==> config.mk <==
export PLATFORM = sky130hd
export DESIGN_NAME = vga_palette_engine
export DESIGN_NICKNAME = d
export VERILOG_FILES = /design/src/rtl/vga_palette_engine_pkg.sv /design/src/rtl/vga_palette_engine_axis.sv /design/src/rtl/vga_palette_engine.sv
export SDC_FILE = /design/constraint.sdc
export NUM_CORES = 1
export LEC_CHECK = 0
export CORE_MARGIN = 5
export CORE_UTILIZATION = 60
export CTS_BUF_LIST = sky130_fd_sc_hd__clkbuf_2
export DETAILED_ROUTE_END_ITERATION = 10
export PLACE_DENSITY = 0.86
export REMOVE_ABC_BUFFERS = 1
export SETUP_SLACK_MARGIN = 0.4
export SLEW_MARGIN = 10
export SYNTH_ARGS = -nofsm -noshare
export SYNTH_HDL_FRONTEND = slang
export SYNTH_SLANG_ARGS = --single-unit
==> constraint.sdc <==
create_clock -name clk -period 4 [get_ports clk]
set_input_delay 1.2 -clock clk [delete_from_list [all_inputs] [get_ports clk]]
set_output_delay 1.2 -clock clk [all_outputs]
set_load 0.01 [all_outputs]
==> src/rtl/vga_palette_engine_pkg.sv <==
// Shared constants for the VGA palette engine: command opcodes, display
// modes, FIFO read FSM states and command parser states.
package vga_palette_engine_pkg;

    localparam logic [1:0] OP_SETPAL = 2'b00;
    localparam logic [1:0] OP_MODE   = 2'b01;
    localparam logic [1:0] OP_COMMIT = 2'b10;
    localparam logic [1:0] OP_RSVD   = 2'b11;

    typedef enum logic [1:0] {
        MODE_SOLID = 2'd0,
        MODE_HBAR  = 2'd1,
        MODE_VBAR  = 2'd2,
        MODE_XOR   = 2'd3
    } mode_e;

    typedef enum logic [1:0] {
        ST_IDLE,
        ST_LOW,
        ST_RECOVER
    } rd_state_e;

    typedef enum logic [1:0] {
        PS_CMD,
        PS_RED,
        PS_GREEN,
        PS_BLUE
    } parse_e;

endpackage

==> src/rtl/vga_palette_engine_axis.sv <==
// One raster axis: wrapping position counter with sync, visible and
// single-position marker decode. Used once per axis by the top.
module vga_axis_counter #(
    parameter int   VIS  = 800,
    parameter int   FP   = 40,
    parameter int   SYNC = 128,
    parameter int   BP   = 88,
    parameter int   W    = 11,
    parameter int   MARK = 0,
    parameter logic POL  = 1'b1
) (
    input  logic         clk,
    input  logic         nrst,
    input  logic         i_en,
    output logic [W-1:0] o_count,
    output logic         o_at_mark,
    output logic         o_sync,
    output logic         o_vis
);
    localparam int           TOTAL   = VIS + FP + SYNC + BP;
    localparam logic [W-1:0] LAST    = W'(TOTAL - 1);
    localparam logic [W-1:0] SYNC_LO = W'(VIS + FP);
    localparam logic [W-1:0] SYNC_HI = W'(VIS + FP + SYNC - 1);
    localparam logic [W-1:0] VIS_END = W'(VIS);
    localparam logic [W-1:0] MARK_AT = W'(MARK);

    logic [W-1:0] r_count;

    always_ff @(posedge clk) begin
        if (!nrst) begin
            r_count <= '0;
        end else if (i_en) begin
            r_count <= (r_count == LAST) ? '0 : r_count + W'(1);
        end
    end

    assign o_count   = r_count;
    assign o_at_mark = (r_count == MARK_AT);
    assign o_sync    = (r_count >= SYNC_LO && r_count <= SYNC_HI) ? POL : ~POL;
    assign o_vis     = (r_count < VIS_END);

endmodule

==> src/rtl/vga_palette_engine.sv <==
// VGA palette engine: raster timing, shadow/active palette with frame-aligned
// commit, and a byte-command parser fed through a slow external FIFO.
module vga_palette_engine
    import vga_palette_engine_pkg::*;
#(
    parameter int   CLK_DIV   = 3,
    parameter int   CW        = 4,
    parameter int   PAL_BITS  = 2,
    parameter int   BAR_SHIFT = 5,
    parameter int   H_VIS     = 800,
    parameter int   H_FP      = 40,
    parameter int   H_SYNC    = 128,
    parameter int   H_BP      = 88,
    parameter int   V_VIS     = 600,
    parameter int   V_FP      = 1,
    parameter int   V_SYNC    = 4,
    parameter int   V_BP      = 23,
    parameter logic HSYNC_POL = 1'b1,
    parameter logic VSYNC_POL = 1'b1,
    parameter int   RD_LOW    = 6,
    parameter int   RD_LATCH  = 5,
    parameter int   RD_HIGH   = 2
) (
    input  logic          clk,
    input  logic          nrst,
    input  logic [7:0]    fifo_data,
    input  logic          fifo_nef,
    output logic          fifo_nrd,
    output logic          hsync,
    output logic          vsync,
    output logic [CW-1:0] red,
    output logic [CW-1:0] green,
    output logic [CW-1:0] blue
);
    localparam int H_TOTAL   = H_VIS + H_FP + H_SYNC + H_BP;
    localparam int V_TOTAL   = V_VIS + V_FP + V_SYNC + V_BP;
    localparam int MAX_TOTAL = (H_TOTAL > V_TOTAL) ? H_TOTAL : V_TOTAL;
    localparam int CNT_W     = $clog2(MAX_TOTAL);
    localparam int TICK_W    = (CLK_DIV > 1) ? $clog2(CLK_DIV) : 1;
    localparam int NENT      = 1 << PAL_BITS;

    logic [TICK_W-1:0]   r_tick;
    logic                w_stb;
    logic [CNT_W-1:0]    w_h, w_v;
    logic                w_hmark, w_vmark, w_hsync, w_vsync, w_hvis, w_vvis;
    logic [CNT_W-1:0]    w_sh_h, w_sh_v, w_sh_x;
    logic [PAL_BITS-1:0] w_idx;
    logic [3*CW-1:0]     w_pix;
    logic                w_cap, w_commit, w_unused;

    rd_state_e           r_state;
    logic [7:0]          r_rdcnt;
    logic                r_nef_sync;

    parse_e              r_pstate;
    logic [PAL_BITS-1:0] r_pidx;
    logic [CW-1:0]       r_red, r_green;
    logic [3*CW-1:0]     r_shadow [NENT];
    logic [3*CW-1:0]     r_active [NENT];
    mode_e               r_shd_mode, r_act_mode;
    logic                r_pending;

    assign w_stb = (r_tick == '0);

    // Horizontal mark sits on the last pixel so it doubles as the line carry.
    vga_axis_counter #(
        .VIS(H_VIS), .FP(H_FP), .SYNC(H_SYNC), .BP(H_BP),
        .W(CNT_W), .MARK(H_TOTAL - 1), .POL(HSYNC_POL)
    ) u_hcnt (
        .clk(clk), .nrst(nrst), .i_en(w_stb),
        .o_count(w_h), .o_at_mark(w_hmark), .o_sync(w_hsync), .o_vis(w_hvis)
    );

    vga_axis_counter #(
        .VIS(V_VIS), .FP(V_FP), .SYNC(V_SYNC), .BP(V_BP),
        .W(CNT_W), .MARK(V_VIS - 1), .POL(VSYNC_POL)
    ) u_vcnt (
        .clk(clk), .nrst(nrst), .i_en(w_stb & w_hmark),
        .o_count(w_v), .o_at_mark(w_vmark), .o_sync(w_vsync), .o_vis(w_vvis)
    );

    assign w_sh_h = w_h >> BAR_SHIFT;
    assign w_sh_v = w_v >> BAR_SHIFT;
    assign w_sh_x = (w_h ^ w_v) >> BAR_SHIFT;

    always_comb begin
        w_idx = '0;
        case (r_act_mode)
            MODE_SOLID: w_idx = '0;
            MODE_HBAR:  w_idx = w_sh_h[PAL_BITS-1:0];
            MODE_VBAR:  w_idx = w_sh_v[PAL_BITS-1:0];
            MODE_XOR:   w_idx = w_sh_x[PAL_BITS-1:0];
            default:    w_idx = '0;
        endcase
    end

    assign w_pix    = r_active[w_idx];
    assign w_cap    = (r_state == ST_LOW) && (r_rdcnt == 8'(RD_LATCH));
    assign w_commit = w_stb && w_hmark && w_vmark && r_pending;
    assign w_unused = ^{fifo_data, w_sh_h, w_sh_v, w_sh_x};

    always_ff @(posedge clk) begin
        if (!nrst) begin
            r_tick <= '0;
            hsync  <= ~HSYNC_POL;
            vsync  <= ~VSYNC_POL;
            red    <= '0;
            green  <= '0;
            blue   <= '0;
        end else begin
            r_tick <= (r_tick == TICK_W'(CLK_DIV - 1)) ? '0 : r_tick + TICK_W'(1);
            if (w_stb) begin
                hsync <= w_hsync;
                vsync <= w_vsync;
                if (w_hvis && w_vvis) begin
                    {red, green, blue} <= w_pix;
                end else begin
                    {red, green, blue} <= '0;
                end
            end
        end
    end

    // Read strobe FSM; r_rdcnt numbers the cycles of the LOW and RECOVER phases from 1.
    always_ff @(posedge clk) begin
        if (!nrst) begin
            r_state    <= ST_IDLE;
            r_rdcnt    <= '0;
            r_nef_sync <= 1'b0;
            fifo_nrd   <= 1'b1;
        end else begin
            r_nef_sync <= fifo_nef;
            case (r_state)
                ST_IDLE: begin
                    if (r_nef_sync) begin
                        r_state  <= ST_LOW;
                        r_rdcnt  <= 8'd1;
                        fifo_nrd <= 1'b0;
                    end
                end
                ST_LOW: begin
                    if (r_rdcnt >= 8'(RD_LOW)) begin
                        r_state  <= ST_RECOVER;
                        r_rdcnt  <= 8'd1;
                        fifo_nrd <= 1'b1;
                    end else begin
                        r_rdcnt <= r_rdcnt + 8'd1;
                    end
                end
                ST_RECOVER: begin
                    if (r_rdcnt >= 8'(RD_HIGH)) begin
                        r_state <= ST_IDLE;
                    end else begin
                        r_rdcnt <= r_rdcnt + 8'd1;
                    end
                end
                default: r_state <= ST_IDLE;
            endcase
        end
    end

    // Commit is listed first so a same-cycle shadow write reaches shadow only.
    always_ff @(posedge clk) begin
        if (!nrst) begin
            r_pstate   <= PS_CMD;
            r_pidx     <= '0;
            r_red      <= '0;
            r_green    <= '0;
            r_shd_mode <= MODE_SOLID;
            r_act_mode <= MODE_SOLID;
            r_pending  <= 1'b0;
            for (int i = 0; i < NENT; i++) begin
                r_shadow[i] <= '0;
                r_active[i] <= '0;
            end
        end else begin
            if (w_commit) begin
                for (int i = 0; i < NENT; i++) begin
                    r_active[i] <= r_shadow[i];
                end
                r_act_mode <= r_shd_mode;
                r_pending  <= 1'b0;
            end
            if (w_cap) begin
                case (r_pstate)
                    PS_CMD: begin
                        case (fifo_data[7:6])
                            OP_SETPAL: begin
                                r_pidx   <= fifo_data[PAL_BITS-1:0];
                                r_pstate <= PS_RED;
                            end
                            OP_MODE:   r_shd_mode <= mode_e'(fifo_data[1:0]);
                            OP_COMMIT: r_pending  <= 1'b1;
                            OP_RSVD:   ;
                        endcase
                    end
                    PS_RED: begin
                        r_red    <= fifo_data[CW-1:0];
                        r_pstate <= PS_GREEN;
                    end
                    PS_GREEN: begin
                        r_green  <= fifo_data[CW-1:0];
                        r_pstate <= PS_BLUE;
                    end
                    PS_BLUE: begin
                        r_shadow[r_pidx] <= {r_red, r_green, fifo_data[CW-1:0]};
                        r_pstate         <= PS_CMD;
                    end
                    default: r_pstate <= PS_CMD;
                endcase
            end
        end
    end

endmodule

==> flow_summary.ini, run 1 <==
[floorplan]
die-area_sq_mm = 0.01397
die_y_microns = 118.2
initial_core_util_pct = 61.27
die_x_microns = 118.2
design.portCount = 26
num_rows = 39
core_area_sq_mm = 0.01147

[route]
routed_wl_mm = 12.21
detail_route.wl_per_cell_microns = 16.24
dr.pass1.iters = 5
postRouteAntennaNets = 0
drcViolationCount = 0
vias = 4318
initialDrtViolationCount = 341
via_per_inst = 5.742

[clocking]
post_cts_resize_count = 0
numClockSinks = 163
cts.htree.levels = 4
post_cts_buffers = 0
cts_root_buf = clkbuf_2
cts_hold_repair.buffers = 0
cts_inserted_buffers = 17
clkLatencyLatePin_ns = 0.72
maximum_number_of_buffers_from_clock_root_to_sink = 2
tritoncts = built
worst_setup_hold_path_clk_slew_ns = 0.20

[synthesis]
async_set_or_reset_register_ratio_after_synthesis_pct = 0
syn_avg_cell_area_sq_um = 12.33
ys_seq_elements = 163
synth_top_area_share_pct = 41.03
postSynth.topFlopCell = edfxtp_1
netlist_top_cells_area = edfxtp_1 41%, dfxtp_1 19%, and2_1 6.9%
synth_seq_area_share_pct = 60.12
edff_count_synth = 96
cell_taking_the_most_area_after_synthesis = edfxtp_1
yosys.cell_count.top_type = edfxtp_1
synth.cell_area_sq_mm = 0.007025
synth_cell_types = 59
netlist_instances = 570
synth_common_cells = 96 x edfxtp_1, 78 x and2_1, 67 x dfxtp_1, 28 x nand2_1, 28 x nor2_1
synth.yosys.warnings = 0

[flow_run]
maxCapViolCount = 0

[global_routing]
antenna_found_initial = 0
maximum_number_of_pins_on_one_net_before_global_route_repair = 49
grt_overflow = 0
grt_pass1_wl_mm = 20.62
first_global_vias = 4257
grt_util_all_layers_pct = 18.65

[sta]
rsz0062_at_grt = false
fmax_ghz = 0.3472
timing.final.hold_violations = 0
worstMarginPinSlew_ns = 0.9273
fin_setup_tns_ns = 0
timing.final.max_slew_violations = 0
finalSetupViolations = 0
clock-skew-final_ns = 0.02052
hold_slack_ns = 0.4284
max_slew_margin_pct = 37.50
timing.final.crit_share_pct = 72.00
finalWorstPathRequiredPeriod_ns = 2.880

[min_path]
holdCritPathClass = reg -> reg
hold_path_startpoint = r_tick[0]

[placement]
gpl.final_weighted_congestion = 0.8458
placement.io_buffers = 23
dp_hpwl_mm = 7.994
placed_area_sq_mm = 0.007386

[layout]
area_growth_syn_to_layout_pct = 8.121
antenna-diode-count = 0
post_route_cells_drive_above_1_share_pct = 12.97
nets = 623
final_cell_area_sq_mm = 0.007596

[setup_path]
cpMaxStageDelayCell = clkdlybuf4s50_1
timing.critical_path.max_delay_family = buffers and inverters
cp-start-kind = flop
critPathMaxStageDelay_ns = 0.56
critPathKind = reg -> out
largest_fanout_on_the_critical_path = 2
worst-path-buf-inv = 1
cp_data_arrival_time_ns = 1.68
startpoint = green[0]
timing.rr.start = u_vcnt.o_count[7]
endpoint_kind = output pin
timing.critical_path.cells = clkdlybuf4s50_1
cp_data_required_time_ns = 2.80

[power]
worst_ir_drop_vdd_uv = 280.7
static-leakage-power_uw = 0.002717
p_per_area_mw_per_mm2 = 394.4

[run_status]
run_status = complete, no violations
==> logic make-up (layout without fill, tap and decap cells) <==
kind of cell             Yosys count  after routing  synth area share [%]
AO/OA/AOI/OAI                     74             74                 7.213
XOR/XNOR                          12             12                 1.496
adder cells (fa/ha/maj)           16             16                 2.849
buffers and inverters             43             82                 2.939
flip-flops                       163            163                 60.12
multiplexers                      24             24                 5.557
AND/OR/NAND/NOR                  238            238                 19.82
==> per-layer routing <==
metal	share of wire [%]	up-vias	global-route usage (%)
li1	-	2097	-
met1	42	2086	22.82
met2	51	119	31.47
met3	5.3	16	4.632
met4	1.7	0	8.100
met5	0	-	0
==> where the power goes <==
| part | total, uW | leakage (uW) | switching (uW) | internal (uW) |
|---|---|---|---|---|
| Clock | 809 | 0.000126 | 537 | 272 |
| Combinational | 285 | 0.00114 | 157 | 127 |
| Sequential | 1900 | 0.00145 | 42.3 | 1860 |
| Total | 3000 | 0.00272 | 736 | 2260 |
==> cell type report <==
class	count	area [sq um]
clock buffers	18	90.09
clock inverters	14	120.1
fillers	787	3871
inverters	16	60.06
multi-input cells	364	2597
flip-flops and latches	163	4224
well taps	143	178.9
repair buffers	34	325.3
==> stage by stage <==
step	setup slack (ns)	power [uW]	std cells	util, %
3_3_place_gp	0.7264	2207	720	64.41
5_1_grt	0.9865	3131	752	66.24
2_1_floorplan	0.8702	2098	543	-
6_report	1.120	2996	752	66.24
4_1_cts	1.043	3018	752	66.24
3_5_place_dp	0.6697	2226	720	64.41
==> worst paths after layout <==
path,to,slack (ns),cells past startpoint
min,r_tick[0],0.43,1
max,green[0],1.12,1
min reg2reg,r_tick[0],0.43,1
max reg2reg,r_active[2][7],1.20,6
==> worst register-to-register path, cell delays in order, from the launching register on <==
cell and delay [ns]:
dfxtp_1 0.42, or4b_4 0.59, or4_4 0.57, nor2_2 0.15, nand2_1 0.14, nand2_2 0.09
buf_4 0.48
==> cell usage in the layout (no fill, tap or decap), types with 5 or more instances in the layout <==
| master | instances |
|---|---|
| edfxtp_1 | 96 |
| and2_1 | 78 |
| dfxtp_1 | 67 |
| nor2_1 | 28 |
| nand2_1 | 27 |
| o21ai_0 | 26 |
| clkdlybuf4s50_1 | 23 |
| and2_2 | 21 |
| nand3_1 | 19 |
| clkbuf_2 | 18 |
| inv_1 | 16 |
| ha_1 | 16 |
| a22o_1 | 13 |
| nor2b_1 | 13 |
| mux4_2 | 12 |
| mux2i_1 | 12 |
| buf_4 | 10 |
| and3_1 | 7 |
| nor3_1 | 7 |
| o31ai_1 | 7 |
| xor2_1 | 7 |
| nand4_1 | 7 |
| clkinv_1 | 7 |
| nand2b_1 | 6 |
| a21oi_1 | 6 |
| a31oi_1 | 5 |
| xnor2_1 | 5 |
==> sequential cells by signal, summed over array words and instances, names as in the netlist, 2 cells and up <==
signal,count
r_active,48
r_rdcnt,8
u_hcnt.o_count,11
r_red,4
green,4
u_vcnt.o_count,11
r_green,4
r_shd_mode,2
r_state,2
blue,4
r_tick,2
r_pidx,2
r_act_mode,2
r_shadow,48
r_pstate,2
red,4
Power figures use the tool's default switching activity.
==> run 2: changes to the inputs <==
- clock period: 4 -> 2.9 ns (I/O delays scaled with it)
==> run 2 against run 1 <==
Against the previous run: clock-buffer cell count is 4 higher; critical path depth is 5 higher; non-clock buffer count is 11 higher; design area is 1.9% higher; highest routed layer unchanged.
==> flow_summary.ini, run 2 (synthesized netlist as in run 1, its figures left out) <==
[placement]
placed_area_sq_mm = 0.007446
placement.io_buffers = 23
dp_hpwl_mm = 8.317
place_worst_setup_slack_ns = 0.02272
placed_cells_incl_taps = 728
gpl.final_weighted_congestion = 0.8583

[floorplan]
die-area_sq_mm = 0.01397
num_rows = 39
core_area_sq_mm = 0.01147
initial_core_util_pct = 61.27
design.portCount = 26
die_x_microns = 118.2
die_y_microns = 118.2

[sta]
max_slew_margin_pct = 32.45
rsz0062_at_grt = true
fmax_ghz = 0.4052
timing.final.crit_share_pct = 85.11
worstMarginPinSlew_ns = 1.010
setup_slack_ns = 0.4319
timing.final.max_slew_violations = 0
clock-skew-final_ns = 0.05223
finalWorstPathRequiredPeriod_ns = 2.468
finalSetupViolations = 0
fin_setup_tns_ns = 0
timing.final.hold_violations = 0

[route]
dr.pass1.iters = 5
via_per_inst = 5.730
initialDrtViolationCount = 351
detail_route.wl_per_cell_microns = 16.46
postRouteAntennaNets = 0
routed_wl_mm = 12.56
vias = 4372
drcViolationCount = 0

[clocking]
maximum_number_of_buffers_from_clock_root_to_sink = 2
worst_setup_hold_path_clk_slew_ns = 0.20
cts_root_buf = clkbuf_2
cts_inserted_buffers = 17
tritoncts = built
numClockSinks = 163
clkLatencyLatePin_ns = 0.73
cts.htree.levels = 4

[layout]
fillerInstances = 815
nets = 634
final_cell_area_sq_mm = 0.007741
antenna-diode-count = 0
most-common-layout-cells = 96 x edfxtp_1, 78 x and2_1, 55 x dfxtp_1
instances_no_fill = 763
area_growth_syn_to_layout_pct = 10.19
post_route_cells_drive_above_1_share_pct = 17.42
layout_top_registers = r_active (48), r_shadow (48)
final_common_cell = edfxtp_1

[setup_path]
largest_fanout_on_the_critical_path = 24
cp-start-kind = flop
cp_data_required_time_ns = 3.33
endpoint_kind = flop
cp_data_arrival_time_ns = 2.90
critPathKind = reg -> reg

[global_routing]
grt_pass1_wl_mm = 21.32
grt_overflow = 0
first_global_vias = 4383
use_met1_pct = 23.04
grtUsageMet2_pct = 33.30
maximum_number_of_pins_on_one_net_before_global_route_repair = 49
grt_util_all_layers_pct = 19.17
use_met3_pct = 4.680
grt-busiest-layer = met2
antenna_found_initial = 0

[power]
worst_ir_drop_vdd_uv = 434.2
static-leakage-power_uw = 0.002878
p_total_uw = 4256
p_per_area_mw_per_mm2 = 549.8

[run_status]
run_status = complete, no violations

[flow_run]
maxCapViolCount = 0

[min_path]
holdCritPathClass = reg -> reg
run 2: changes by cell type in the layout (fill, tap and decap cells not counted), sizes merged:
cell / change
clkdlybuf4s50: -15
dlygate4sd2: +14
buf: +11
clkinv: -5
clkbuf: +4
bufinv: +1
clkinvlp: -1
dlymetal6s2s: +1
inv: +1
run 2: final timing paths:
check                                  startpoint  slack [ns]  cells past startpoint        endpoint
worst max-delay path            u_vcnt.o_count[7]        0.43                      6  r_active[2][1]
worst min-delay path                    r_tick[0]        0.44                      1       r_tick[0]
worst max register to register  u_vcnt.o_count[7]        0.43                      6  r_active[2][1]
worst min register to register          r_tick[0]        0.44                      1       r_tick[0]
run 2: metrics by stage:
step	hold slack, ns	utilization (%)
4_1_cts	0.4414	67.43
5_1_grt	0.4549	67.51
2_1_floorplan	0.3969	-
6_report	0.4367	67.51
3_3_place_gp	0.4051	64.93
3_5_place_dp	0.4174	64.93
run 2: power breakdown:
part	internal (uW)	switching (uW)	total [uW]
Combinational	173	226	399
Clock	498	731	1230
Sequential	2570	58.7	2630
run 2: worst max-delay path, cell delays in order, from the launching register on:
cell     delay, ns
dfxtp_2       0.40
or4b_4        0.57
or4_4         0.56
nor2_2        0.15
nand2_1       0.16
nand2_4       0.16
buf_12        0.19
run 2: final cells by class:
type / instances / area [sq um] / share of cell area, %
multi-input cells: 364 / 2603 / 33.62
inverters: 16 / 60.06 / 0.7758
clock inverters: 10 / 137.6 / 1.778
well taps: 143 / 178.9 / 2.311
flip-flops and latches: 163 / 4239 / 54.76
repair buffers: 45 / 412.9 / 5.334
clock buffers: 22 / 110.1 / 1.422
run 2: layer usage:
metal  part of all wire (%)  vias to the layer above
met1                     41                     2126
met2                     52                      111
met4                    1.9                        0
li1                       -                     2111
met5                      0                        -
met3                    5.0                       24
run 2: repair_timing:
item / 4_1_cts / 5_1_grt
endpoints found under the setup margin: 45 / 101
setup buffers: 2 / 0
pin swaps: 0 / 0
gates resized for setup: 26 / 3
hold buffers: 0 / 0
gates cloned: 1 / 0
